File: config.mk
export PLATFORM = sky130hd
export DESIGN_NAME = display_scan_mux
export DESIGN_NICKNAME = d
export VERILOG_FILES = /design/src/rtl/display_scan_mux_pkg.sv /design/src/rtl/display_scan_mux_scan_prescaler.sv /design/src/rtl/display_scan_mux.sv
export SDC_FILE = /design/constraint.sdc
export NUM_CORES = 1
export LEC_CHECK = 0
export BUFFER_PORTS_ARGS = -buffer_cell sky130_fd_sc_hd__buf_2
export CORE_MARGIN = 4
export CORE_UTILIZATION = 55
export CTS_CLUSTER_DIAMETER = 200
export DETAILED_ROUTE_END_ITERATION = 12
export GPL_ROUTABILITY_DRIVEN = 0
export GPL_TIMING_DRIVEN = 0
export PLACE_DENSITY = 0.81
export SKIP_CTS_REPAIR_TIMING = 1
export SLEW_MARGIN = 20
export SYNTH_ARGS = -nofsm -noshare
export SYNTH_HDL_FRONTEND = slang
export SYNTH_HIERARCHICAL = 1
export SYNTH_SLANG_ARGS = --single-unit
File: constraint.sdc
create_clock -name clk -period 2.8 [get_ports clk]
set_input_delay 0.84 -clock clk [delete_from_list [all_inputs] [get_ports clk]]
set_output_delay 0.84 -clock clk [all_outputs]
set_load 0.02 [all_outputs]
File: src/rtl/display_scan_mux_pkg.sv
// Shared definitions for the display scan engine and the alarm-compare block.
// Digit vectors are sized for the largest supported display (8 digits).
package display_scan_mux_pkg;

    localparam int   BCD_W      = 4;
    localparam logic ANODE_OFF  = 1'b1;
    localparam int   MAX_DIGITS = 8;

    // Bit i set when digits i..num_digits-1 of snap are all zero; bit 0 never set.
    function automatic logic [MAX_DIGITS-1:0] lead_zero_mask(input logic [BCD_W*MAX_DIGITS-1:0] snap,
                                                             input int num_digits);
        logic [MAX_DIGITS-1:0] mask;
        logic                  all_zero;
        mask     = {MAX_DIGITS{1'b0}};
        all_zero = 1'b1;
        for (int i = MAX_DIGITS - 1; i >= 1; i--) begin
            if (i < num_digits) begin
                all_zero = all_zero & (snap[i*BCD_W +: BCD_W] == 4'h0);
                mask[i]  = all_zero;
            end else begin
                mask[i]  = 1'b0;
            end
        end
        return mask;
    endfunction

endpackage

File: src/rtl/display_scan_mux_scan_prescaler.sv
// Divide-by-DIV tick generator; counts only while i_en is high and
// flags the enabled cycle on which the count wraps.
module scan_prescaler #(
    parameter int DIV = 4
) (
    input  logic clk,
    input  logic reset,
    input  logic i_en,
    output logic o_tick
);

    localparam int             CNT_W = (DIV > 1) ? $clog2(DIV) : 1;
    localparam logic [CNT_W-1:0] LAST = CNT_W'(DIV - 1);

    logic [CNT_W-1:0] r_cnt;

    assign o_tick = i_en && (r_cnt == LAST);

    // Free-running modulo-DIV counter, advanced only when enabled.
    always_ff @(posedge clk) begin
        if (reset) begin
            r_cnt <= {CNT_W{1'b0}};
        end else if (i_en) begin
            if (r_cnt == LAST) begin
                r_cnt <= {CNT_W{1'b0}};
            end else begin
                r_cnt <= r_cnt + CNT_W'(1);
            end
        end
    end

endmodule

File: src/rtl/display_scan_mux.sv
// Time-multiplexed 7-segment scan engine: owns the refresh/blink timing,
// snapshots the BCD count once per frame and drives digit value and anodes.
module display_scan_mux
    import display_scan_mux_pkg::*;
#(
    parameter int NUM_DIGITS  = 6,
    parameter int REFRESH_DIV = 100000,
    parameter int BLINK_TICKS = 250,
    parameter int SEL_W       = $clog2(NUM_DIGITS)
) (
    input  logic                        clk,
    input  logic                        reset,
    input  logic [BCD_W*NUM_DIGITS-1:0] count,
    input  logic [NUM_DIGITS-1:0]       blank_mask,
    input  logic [NUM_DIGITS-1:0]       blink_mask,
    input  logic                        lz_suppress,
    output logic [SEL_W-1:0]            digit_sel,
    output logic [BCD_W-1:0]            digit_val,
    output logic                        digit_blank,
    output logic [NUM_DIGITS-1:0]       anode,
    output logic                        scan_tick
);

    localparam logic [SEL_W-1:0] LAST_IDX = SEL_W'(NUM_DIGITS - 1);

    logic                        w_tick;
    logic                        w_blink_wrap;
    logic [MAX_DIGITS-1:0]       w_lz_mask;
    logic                        w_blank;
    logic [BCD_W-1:0]            w_digit;
    logic [NUM_DIGITS-1:0]       w_anode_on;

    logic [SEL_W-1:0]            r_idx;
    logic [BCD_W*NUM_DIGITS-1:0] r_snap;
    logic                        r_phase;
    logic                        r_first;
    logic [SEL_W-1:0]            r_digit_sel;
    logic [BCD_W-1:0]            r_digit_val;
    logic                        r_digit_blank;
    logic [NUM_DIGITS-1:0]       r_anode;
    logic                        r_scan_tick;

    scan_prescaler #(.DIV(REFRESH_DIV)) u_refresh (
        .clk    (clk),
        .reset  (reset),
        .i_en   (1'b1),
        .o_tick (w_tick)
    );

    scan_prescaler #(.DIV(BLINK_TICKS)) u_blink (
        .clk    (clk),
        .reset  (reset),
        .i_en   (w_tick),
        .o_tick (w_blink_wrap)
    );

    // Scan state: digit index, frame snapshot (also on first cycle out of reset) and blink phase.
    always_ff @(posedge clk) begin
        if (reset) begin
            r_idx   <= {SEL_W{1'b0}};
            r_snap  <= {(BCD_W*NUM_DIGITS){1'b0}};
            r_phase <= 1'b0;
            r_first <= 1'b1;
        end else begin
            r_first <= 1'b0;
            if (w_tick) begin
                r_idx <= (r_idx == LAST_IDX) ? {SEL_W{1'b0}} : r_idx + SEL_W'(1);
            end
            if (r_first || (w_tick && (r_idx == LAST_IDX))) begin
                r_snap <= count;
            end
            if (w_blink_wrap) begin
                r_phase <= ~r_phase;
            end
        end
    end

    assign w_lz_mask  = lead_zero_mask(32'(r_snap), NUM_DIGITS);
    assign w_blank    = blank_mask[r_idx] | (blink_mask[r_idx] & r_phase) | (lz_suppress & w_lz_mask[r_idx]);
    assign w_digit    = r_snap[r_idx*BCD_W +: BCD_W];
    assign w_anode_on = ~(NUM_DIGITS'(1) << r_idx);

    // Registered display outputs, one cycle behind the scan state.
    always_ff @(posedge clk) begin
        if (reset) begin
            r_digit_sel   <= {SEL_W{1'b0}};
            r_digit_val   <= {BCD_W{1'b0}};
            r_digit_blank <= 1'b1;
            r_anode       <= {NUM_DIGITS{ANODE_OFF}};
            r_scan_tick   <= 1'b0;
        end else begin
            r_digit_sel   <= r_idx;
            r_digit_val   <= w_blank ? {BCD_W{1'b0}} : w_digit;
            r_digit_blank <= w_blank;
            r_anode       <= w_blank ? {NUM_DIGITS{ANODE_OFF}} : w_anode_on;
            r_scan_tick   <= w_tick;
        end
    end

    assign digit_sel   = r_digit_sel;
    assign digit_val   = r_digit_val;
    assign digit_blank = r_digit_blank;
    assign anode       = r_anode;
    assign scan_tick   = r_scan_tick;

endmodule

## Yosys cells after proc, flatten, opt, wreduce, memory -nomap -nowiden

Cells that the tools add are included.

- Word-level logic and storage cells: 49
- Flip-flop bits (word level): 69

- Reductions and logical operators: 10
- Shift operators: 2
- Bitwise gates (word level): 10
- Mux-type cells: 9
- Add/subtract/negate cells: 3
- Equality and inequality tests: 3
- Order comparisons: 1

Operator list:

| kind | count |
|---|---|
| $shiftx A24 B6 Y4 | 1 |
| $logic_not A4 Y1 | 5 |
| $add A17 B1 Y17 const B | 1 |
| $eq A17 B17 Y1 const B | 1 |
| $bmux W1 S3 | 3 |
| $add A8 B1 Y8 const B | 1 |
| $eq A8 B8 Y1 const B | 1 |
| $mux W8 | 1 |
| $and A1 B1 Y1 | 6 |
| $not A6 Y6 | 1 |
| $shl A1 B3 Y6 const A | 1 |
| $lt A3 B4 Y1 const B | 1 |
| $mux W1 | 4 |
| $reduce_or A2 Y1 | 2 |
| $add A3 B1 Y3 const B | 1 |
| $eq A3 B3 Y1 const B | 1 |
| $mux W3 | 1 |
| $logic_and A1 B1 Y1 | 2 |
| $or A1 B1 Y1 | 2 |
| $logic_or A1 B1 Y1 | 1 |
| $not A1 Y1 | 1 |

## Logic depth before layout (Yosys ltp)

Gate-level depths: netlist (run 1).

- Depth in word-level cells: 10
- Depth in mapped cells: 10

## Cells and area by module

The synthesis (run 1) kept the hierarchy.

Modules (own cells, without submodules):

| module | instances | cells each | area each (µm²) |
|---|---|---|---|
| display_scan_mux | 1 | 213 | 1890.6 |
| scan_prescaler (u_refresh) | 1 | 89 | 825.8 |
| scan_prescaler (u_blink) | 1 | 42 | 402.9 |

## Worst setup path after synthesis (run 1)

Ideal clock, no wire load.

- Kind: input to register
- Start point: in blink_mask[3]
- End point: reg r_anode[3] (netlist: anode[3])
- Stages on the path: 5
- Data required time: 2.683 ns
- Data arrival time: 2.088 ns
- Setup slack: 0.596 ns
- Path through: mux4_2 a2111oi_4 o31a_4 a21oi_4 nand2b_1

- Word-level cells in the longest chain between the ends: 6

Ends and longest elaborated chain:

| element | line | RTL |
|---|---|---|
| start: declaration | display_scan_mux.sv:15 | `input logic [NUM_DIGITS-1:0] blink_mask,` |
| $bmux W1 S3 | display_scan_mux.sv:79 | `assign w_blank = blank_mask[r_idx] \| (blink_mask[r_idx] & r_phase) \| (lz_suppress & w_lz_mask[r_idx]);` |
| $mux W1 (implied by the code) | display_scan_mux.sv:79 |  |
| $and A1 B1 Y1 | display_scan_mux.sv:79 |  |
| $or A1 B1 Y1 (2 in a row) | display_scan_mux.sv:79 |  |
| $reduce_or A2 Y1 (no source line) | -- |  |
| end signal: assignment | display_scan_mux.sv:89 | `r_anode <= {NUM_DIGITS{ANODE_OFF}};` |
| end signal: assignment | display_scan_mux.sv:95 | `r_anode <= w_blank ? {NUM_DIGITS{ANODE_OFF}} : w_anode_on;` |
| end: declaration | display_scan_mux.sv:40 | `logic [NUM_DIGITS-1:0] r_anode;` |

Every way passes these cells. The select of a mux whose other input is x is not followed.
A chain may end at the register's enable or synchronous reset.

## Worst setup path in the final report (run 1)

- Start point: reg u_refresh.r_cnt[0]
- End point: reg r_snap[12]

- Word-level cells in the longest chain between the ends: 3

Ends and longest elaborated chain:

| element | line | RTL |
|---|---|---|
| start: declaration | display_scan_mux_scan_prescaler.sv:15 | `logic [CNT_W-1:0] r_cnt;` |
| start signal: assignment | display_scan_mux_scan_prescaler.sv:22 | `r_cnt <= {CNT_W{1'b0}};` |
| start signal: assignment | display_scan_mux_scan_prescaler.sv:25 | `r_cnt <= {CNT_W{1'b0}};` |
| start signal: assignment | display_scan_mux_scan_prescaler.sv:27 | `r_cnt <= r_cnt + CNT_W'(1);` |
| $eq A17 B17 Y1 | display_scan_mux_scan_prescaler.sv:17 | `assign o_tick = i_en && (r_cnt == LAST);` |
| via w_tick | display_scan_mux.sv:26 | `logic w_tick;` |
| $logic_and A1 B1 Y1 | display_scan_mux.sv:69 | `if (r_first \|\| (w_tick && (r_idx == LAST_IDX))) begin` |
| $logic_or A1 B1 Y1 | display_scan_mux.sv:69 |  |
| end signal: assignment | display_scan_mux.sv:61 | `r_snap <= {(BCD_W*NUM_DIGITS){1'b0}};` |
| end signal: assignment | display_scan_mux.sv:70 | `r_snap <= count;` |
| end: declaration | display_scan_mux.sv:34 | `logic [BCD_W*NUM_DIGITS-1:0] r_snap;` |

The timed path passes the listed nets, and every way through them passes these cells.

==> impl_metrics.env, run 1 <==
export IMPL_place_detailed_hpwl_um=4810
export IMPL_synth_area_top_cells="dfxtp_1 (44%), nand2_1 (7.3%), a21oi_1 (5.8%)"
export IMPL_vias_per_cell=5.34
export IMPL_crit_type="flop to flop"
export IMPL_r2r_start="u_refresh/r_cnt[0]$_SDFFE_PP0P_"
export IMPL_grt_max_degree=13
export IMPL_worstPathMaxFanout=10
export IMPL_hp_class="flop to flop"
export IMPL_root_buffer="clkbuf_8"
export IMPL_netlist_area_mm2=0.00312
export IMPL_start_util_pct=56.6
export IMPL_cts_sinks=69
export IMPL_drt_total_wl_um=6780
export IMPL_first_pass_iters=4
export IMPL_area_growth_synth_to_final_pct=19.9
export IMPL_clockBufferDepth=2
export IMPL_critPathLaunch="u_refresh/r_cnt[0]$_SDFFE_PP0P_"
export IMPL_drc=0
export IMPL_num_io_pins=54
export IMPL_crit_end="r_snap[12]$_SDFFE_PP0P_"
export IMPL_status="finished clean"
export IMPL_min_path_cells=2
export IMPL_grt_pass1_wl_um=11600
export IMPL_rsz0062_at_grt="false"
export IMPL_path_clk_slew_ps=70
export IMPL_ys_top_cells_by_count="dfxtp_1 (69), nand2_1 (61), a21oi_1 (36)"
export IMPL_htreeDepth=3
export IMPL_r2r_end="r_snap[12]$_SDFFE_PP0P_"
export IMPL_setup_violations=0
export IMPL_period_needed_ps=2510
export IMPL_rows=27
export IMPL_grt_antenna_before_repair=0
export IMPL_hold_viol=0
export IMPL_max_slew_margin_pct=59.8
export IMPL_ff2ff_setup_slack_ps=290
export IMPL_portBuffers=53
export IMPL_vias=2616
export IMPL_ys_dominant_reg_cell="dfxtp_1"
export IMPL_p_leak_nw=1.47
export IMPL_worstMarginPinSlew_ps=601
export IMPL_pwr_density_cell_mw_per_mm2=575
export IMPL_grt_pass1_vias=2540
export IMPL_drt_iter0_drc=218
export IMPL_crit_path_max_incr_delay_ps=390
export IMPL_ys_async_sr_fraction_pct=0
export IMPL_crit_path_start_kind="flop"
export IMPL_synth_most_common_cell="dfxtp_1"
export IMPL_fmax_ghz=0.398
export IMPL_die_x_um=83.3
export IMPL_wl_per_cell_um=13.8
export IMPL_max_cap_violations=0
export IMPL_die_h_um=83.3
export IMPL_netlist_instances=344
export IMPL_cp_cell_sequence="ha_1 > and4_1 > buf_6 > nand2_4 > nor3_1 > clkbuf_1 > a31oi_1 > buf_2 > nand2_1 > a21oi_1"
export IMPL_drt_antenna_violating_nets=0
export IMPL_crit_arrival_ps=2730
export IMPL_ys_types=53
export IMPL_drive_gt1_share_pct=25.4
export IMPL_cts_buffers=9
export IMPL_r2r_cells=10
export IMPL_ys_ff_latch=69
export IMPL_synth_top_area_share_pct=44.3
export IMPL_synth_edf_count=0
export IMPL_cts_tree="done"
export IMPL_drv_slew=0
export IMPL_ir_drop_mv=0.583
export IMPL_die_area_mm2=0.00694
export IMPL_grt_usage_pct=20.5
export IMPL_tns_ps=0
export IMPL_slowest_stage="dfxtp_1"
export IMPL_clk_latency_ps=350
export IMPL_crit_path_end_kind="flop"
export IMPL_synth_seq_area_share_pct=44.3
export IMPL_synth_top_area_cell="dfxtp_1"
export IMPL_synth_warnings=6
export IMPL_diodes=0
export IMPL_required_ps=3020
export IMPL_fin_hold_ws_ps=456
export IMPL_post_route_period_util_pct=89.6
export IMPL_core_area_mm2=0.00551
export IMPL_avgSynthCellArea_um2=9.07
export IMPL_fin_nets=456
export IMPL_fin_skew_ps=7.13
export IMPL_grt_ovfl_total=0
[metal layers]
metal	up-vias	wire (um)	track usage, %
met5	-	0	0
met4	0	92	8.32
met3	8	454	6.25
met2	67	3100	31.8
met1	1218	3140	26.5
li1	1323	-	-
[cell usage in the layout (no fill, tap or decap), types with 7 or more instances in the layout]
cell / n
xor2_1: 10
nand2_1: 61
xnor2_1: 10
nand3_1: 9
buf_2: 58
dfxtp_1: 69
clkbuf_8: 15
mux2i_1: 7
inv_1: 8
nor2_1: 32
a21oi_1: 36
[kinds of logic (layout without fill, tap and decap cells)]
| kind of cell | Yosys count | in the layout | synth area share [%] |
|---|---|---|---|
| AOI/OAI and AO/OA | 59 | 59 | 13.2 |
| xor gates and xnor gates | 20 | 20 | 5.62 |
| adders and majority gates | 4 | 4 | 1.60 |
| buffers and inverters | 27 | 96 | 5.78 |
| DFF | 69 | 69 | 44.3 |
| muxes | 11 | 11 | 4.77 |
| other | 1 | 6 | 0.120 |
| and+or+nand+nor | 153 | 153 | 24.6 |
[worst min-delay path by stage]
| stage | slack [ps] | to | start |
|---|---|---|---|
| 2_1_floorplan | 430 | r_snap[3]$_SDFFE_PP0P_ | r_snap[3]$_SDFFE_PP0P_ |
| 3_3_place_gp | 440 | r_snap[3]$_SDFFE_PP0P_ | r_snap[3]$_SDFFE_PP0P_ |
| 3_5_place_dp | 450 | r_snap[1]$_SDFFE_PP0P_ | r_snap[1]$_SDFFE_PP0P_ |
| 4_1_cts | 460 | r_snap[1]$_SDFFE_PP0P_ | r_snap[1]$_SDFFE_PP0P_ |
| 5_1_grt | 480 | r_snap[1]$_SDFFE_PP0P_ | r_snap[1]$_SDFFE_PP0P_ |
| 6_report | 460 | r_snap[1]$_SDFFE_PP0P_ | r_snap[1]$_SDFFE_PP0P_ |
[report_power, final]
part	internal, mW	switching [mW]
Combinational	0.0601	0.0764
Sequential	1.01	0.0186
Clock	0.614	0.377
[state kept, by name, indices dropped and copies added, names as in the netlist]
signal	flops
r_snap	24
u_refresh/r_cnt	17
u_blink/r_cnt	8
anode	6
digit_val	4
digit_sel	3
r_idx	3
digit_blank	1
r_first	1
r_phase	1
scan_tick	1
[layout make-up]
class                   count  area [um2]
fillers                   441        1770
multi-input cells         253        1580
flip-flops and latches     69        1380
repair buffers             53         265
plain buffers              19         150
clock buffers              10         138
clock inverters             6         110
well taps                  72        90.1
inverters                   8        30.0
[critical path: cells and delay by family (launching register included)]
kind | cells | cell delay (ps)
AND/OR/NAND/NOR | 4 | 670
adder cells (fa/ha/maj) | 1 | 190
AO/OA/AOI/OAI | 2 | 370
flip-flops | 1 | 390
buffers and inverters | 3 | 760
[through the flow]
stage	worst slack (ps)	instances	utilization (%)	instance area [um2]	total power, mW
after detailed placement	336	474	63.4	3490	1.18
after global placement	386	474	63.4	3490	1.18
after floorplan	596	349	-	3140	1.13
after CTS	293	490	67.9	3740	2.17
after global routing	104	490	67.9	3740	2.23
final	290	490	67.9	3740	2.15
Note: power is estimated with default switching activity, not from simulation.
==> inputs of run 2 (changes only) <==
- CORE_UTILIZATION: 55 -> 50
- PLACE_DENSITY: 0.81 -> 0.77
- clock period: 2.8 -> 2.3 ns (I/O delays scaled with it)
==> run 2 against run 1 <==
Net effect:
- die area rose by 9.0%
- sequential share of layout area shrank 0.61 points
- clock power rose by 33%
- design area is 1.7% higher
- first-iteration DRC count fell by 18%
- largest power group is now clock
- highest routed layer unchanged
==> impl_metrics.env, run 2 (synthesized netlist as in run 1, its figures left out) <==
export IMPL_pwr_share_seq_pct=45.6
export IMPL_max_slew_margin_pct=65.7
export IMPL_cts_tree="done"
export IMPL_drt_total_wl_um=6730
export IMPL_rows=28
export IMPL_drt_iter0_drc=179
export IMPL_crit_type="flop to flop"
export IMPL_grt_use_met3_pct=4.82
export IMPL_post_route_period_util_pct=92.5
export IMPL_grt_usage_pct=19.1
export IMPL_start_util_pct=52.1
export IMPL_clkPwrFrac_pct=48.3
export IMPL_root_buffer="clkbuf_8"
export IMPL_utilization_pct=63.5
export IMPL_cts_buffers=9
export IMPL_final_area_mm2=0.00380
export IMPL_grt_pass1_wl_um=11400
export IMPL_fin_skew_ps=8.51
export IMPL_busiest_layer="met2"
export IMPL_fin_nets=456
export IMPL_htreeDepth=3
export IMPL_die_h_um=87.0
export IMPL_vias=2627
export IMPL_power_mw=2.74
export IMPL_mostFrequentLayoutCells="dfxtp_1 (69), nand2_1 (61), buf_2 (56)"
export IMPL_area_growth_synth_to_final_pct=21.9
export IMPL_p_int_mw=2.16
export IMPL_met2_usage_pct=29.5
export IMPL_status="finished clean"
export IMPL_max_cap_violations=0
export IMPL_power_switching_mw=0.580
export IMPL_period_needed_ps=2130
export IMPL_post_place_ws_ps=-129
export IMPL_hp_class="flop to flop"
export IMPL_crit_path_end_kind="flop"
export IMPL_tns_ps=0
export IMPL_fin_ws_ps=173
export IMPL_clk_latency_ps=340
export IMPL_wl_per_cell_um=13.7
export IMPL_die_area_mm2=0.00757
export IMPL_setup_violations=0
export IMPL_power_share_switching_pct=21.2
export IMPL_die_x_um=87.0
export IMPL_grt_ovfl_total=0
export IMPL_place_detailed_hpwl_um=4850
export IMPL_top_regs="r_snap x24, u_refresh/r_cnt x17, u_blink/r_cnt x8"
export IMPL_final_common_cell="dfxtp_1"
export IMPL_first_pass_iters=5
export IMPL_worstPathMaxFanout=10
export IMPL_crit_arrival_ps=2400
export IMPL_cts_sinks=69
export IMPL_comb_power_share_pct=6.1
export IMPL_core_area_mm2=0.00599
export IMPL_dpl_cell_area_mm2=0.00350
export IMPL_crit_path_start_kind="flop"
export IMPL_p_leak_nw=1.50
export IMPL_n_fill_cell=518
export IMPL_fin_hold_ws_ps=464
export IMPL_multi_input_area_mm2=0.00160
export IMPL_use_met1_pct=25.1
export IMPL_hold_viol=0
export IMPL_ir_drop_mv=0.442
export IMPL_path_clk_slew_ps=70
export IMPL_dp_cells=477
export IMPL_portBuffers=53
export IMPL_diodes=0
export IMPL_num_io_pins=54
export IMPL_vias_per_cell=5.33
export IMPL_required_ps=2570
export IMPL_drt_antenna_violating_nets=0
export IMPL_fmax_ghz=0.470
export IMPL_final_cells=493
export IMPL_worstMarginPinSlew_ps=510
export IMPL_pwr_density_cell_mw_per_mm2=720
export IMPL_grt_antenna_before_repair=0
export IMPL_drive_gt1_share_pct=26.3
export IMPL_drc=0
export IMPL_drv_slew=0
export IMPL_largest_register="r_snap"
export IMPL_largest_register_ffs=24
export IMPL_clockBufferDepth=2
export IMPL_seqCellArea_mm2=0.00138
export IMPL_grt_max_degree=13
export IMPL_grt_pass1_vias=2550
run 2: final timing paths:
| path | slack, ps | from | cells past startpoint | to |
|---|---|---|---|---|
| setup / recovery | 170 | u_refresh/r_cnt[0]$_SDFFE_PP0P_ | 10 | r_snap[21]$_SDFFE_PP0P_ |
| hold reg to reg | 460 | r_snap[0]$_SDFFE_PP0P_ | 2 | r_snap[0]$_SDFFE_PP0P_ |
| hold / removal | 460 | r_snap[0]$_SDFFE_PP0P_ | 2 | r_snap[0]$_SDFFE_PP0P_ |
| setup reg to reg | 170 | u_refresh/r_cnt[0]$_SDFFE_PP0P_ | 10 | r_snap[21]$_SDFFE_PP0P_ |
run 2: power groups by stage:
stage / sequential (mW) / combinational, mW / clock (mW)
floorplan: 1.27 / 0.0967 / 0
global route: 1.25 / 0.189 / 1.40
global placement: 1.27 / 0.161 / 0
detailed placement: 1.28 / 0.164 / 0
CTS: 1.25 / 0.165 / 1.34
finish: 1.25 / 0.167 / 1.32
run 2: cell type report:
cell class | count | share of cell area (%)
timing repair buffer | 53 | 6.97
inverter | 8 | 0.789
clock inverter | 6 | 3.52
clock buffer | 10 | 3.62
tap | 75 | 2.47
multi-input combinational | 253 | 42.1
sequential | 69 | 36.3
buffer | 19 | 4.18
run 2: worst max-delay path, stage by stage, from the launching register on:
cell     delay (ps)
dfxtp_1         350
ha_1            220
and4_1          200
buf_6           140
nand2_4          90
nor3_2           60
buf_4           170
a31oi_2         330
buf_2           280
nand2_1          80
a21oi_1         130
run 2: per-layer routing:
layer	share of wire, %	up-vias
met5	0	-
met4	1.3	0
met3	6.9	8
met2	45	85
met1	47	1214
li1	-	1320
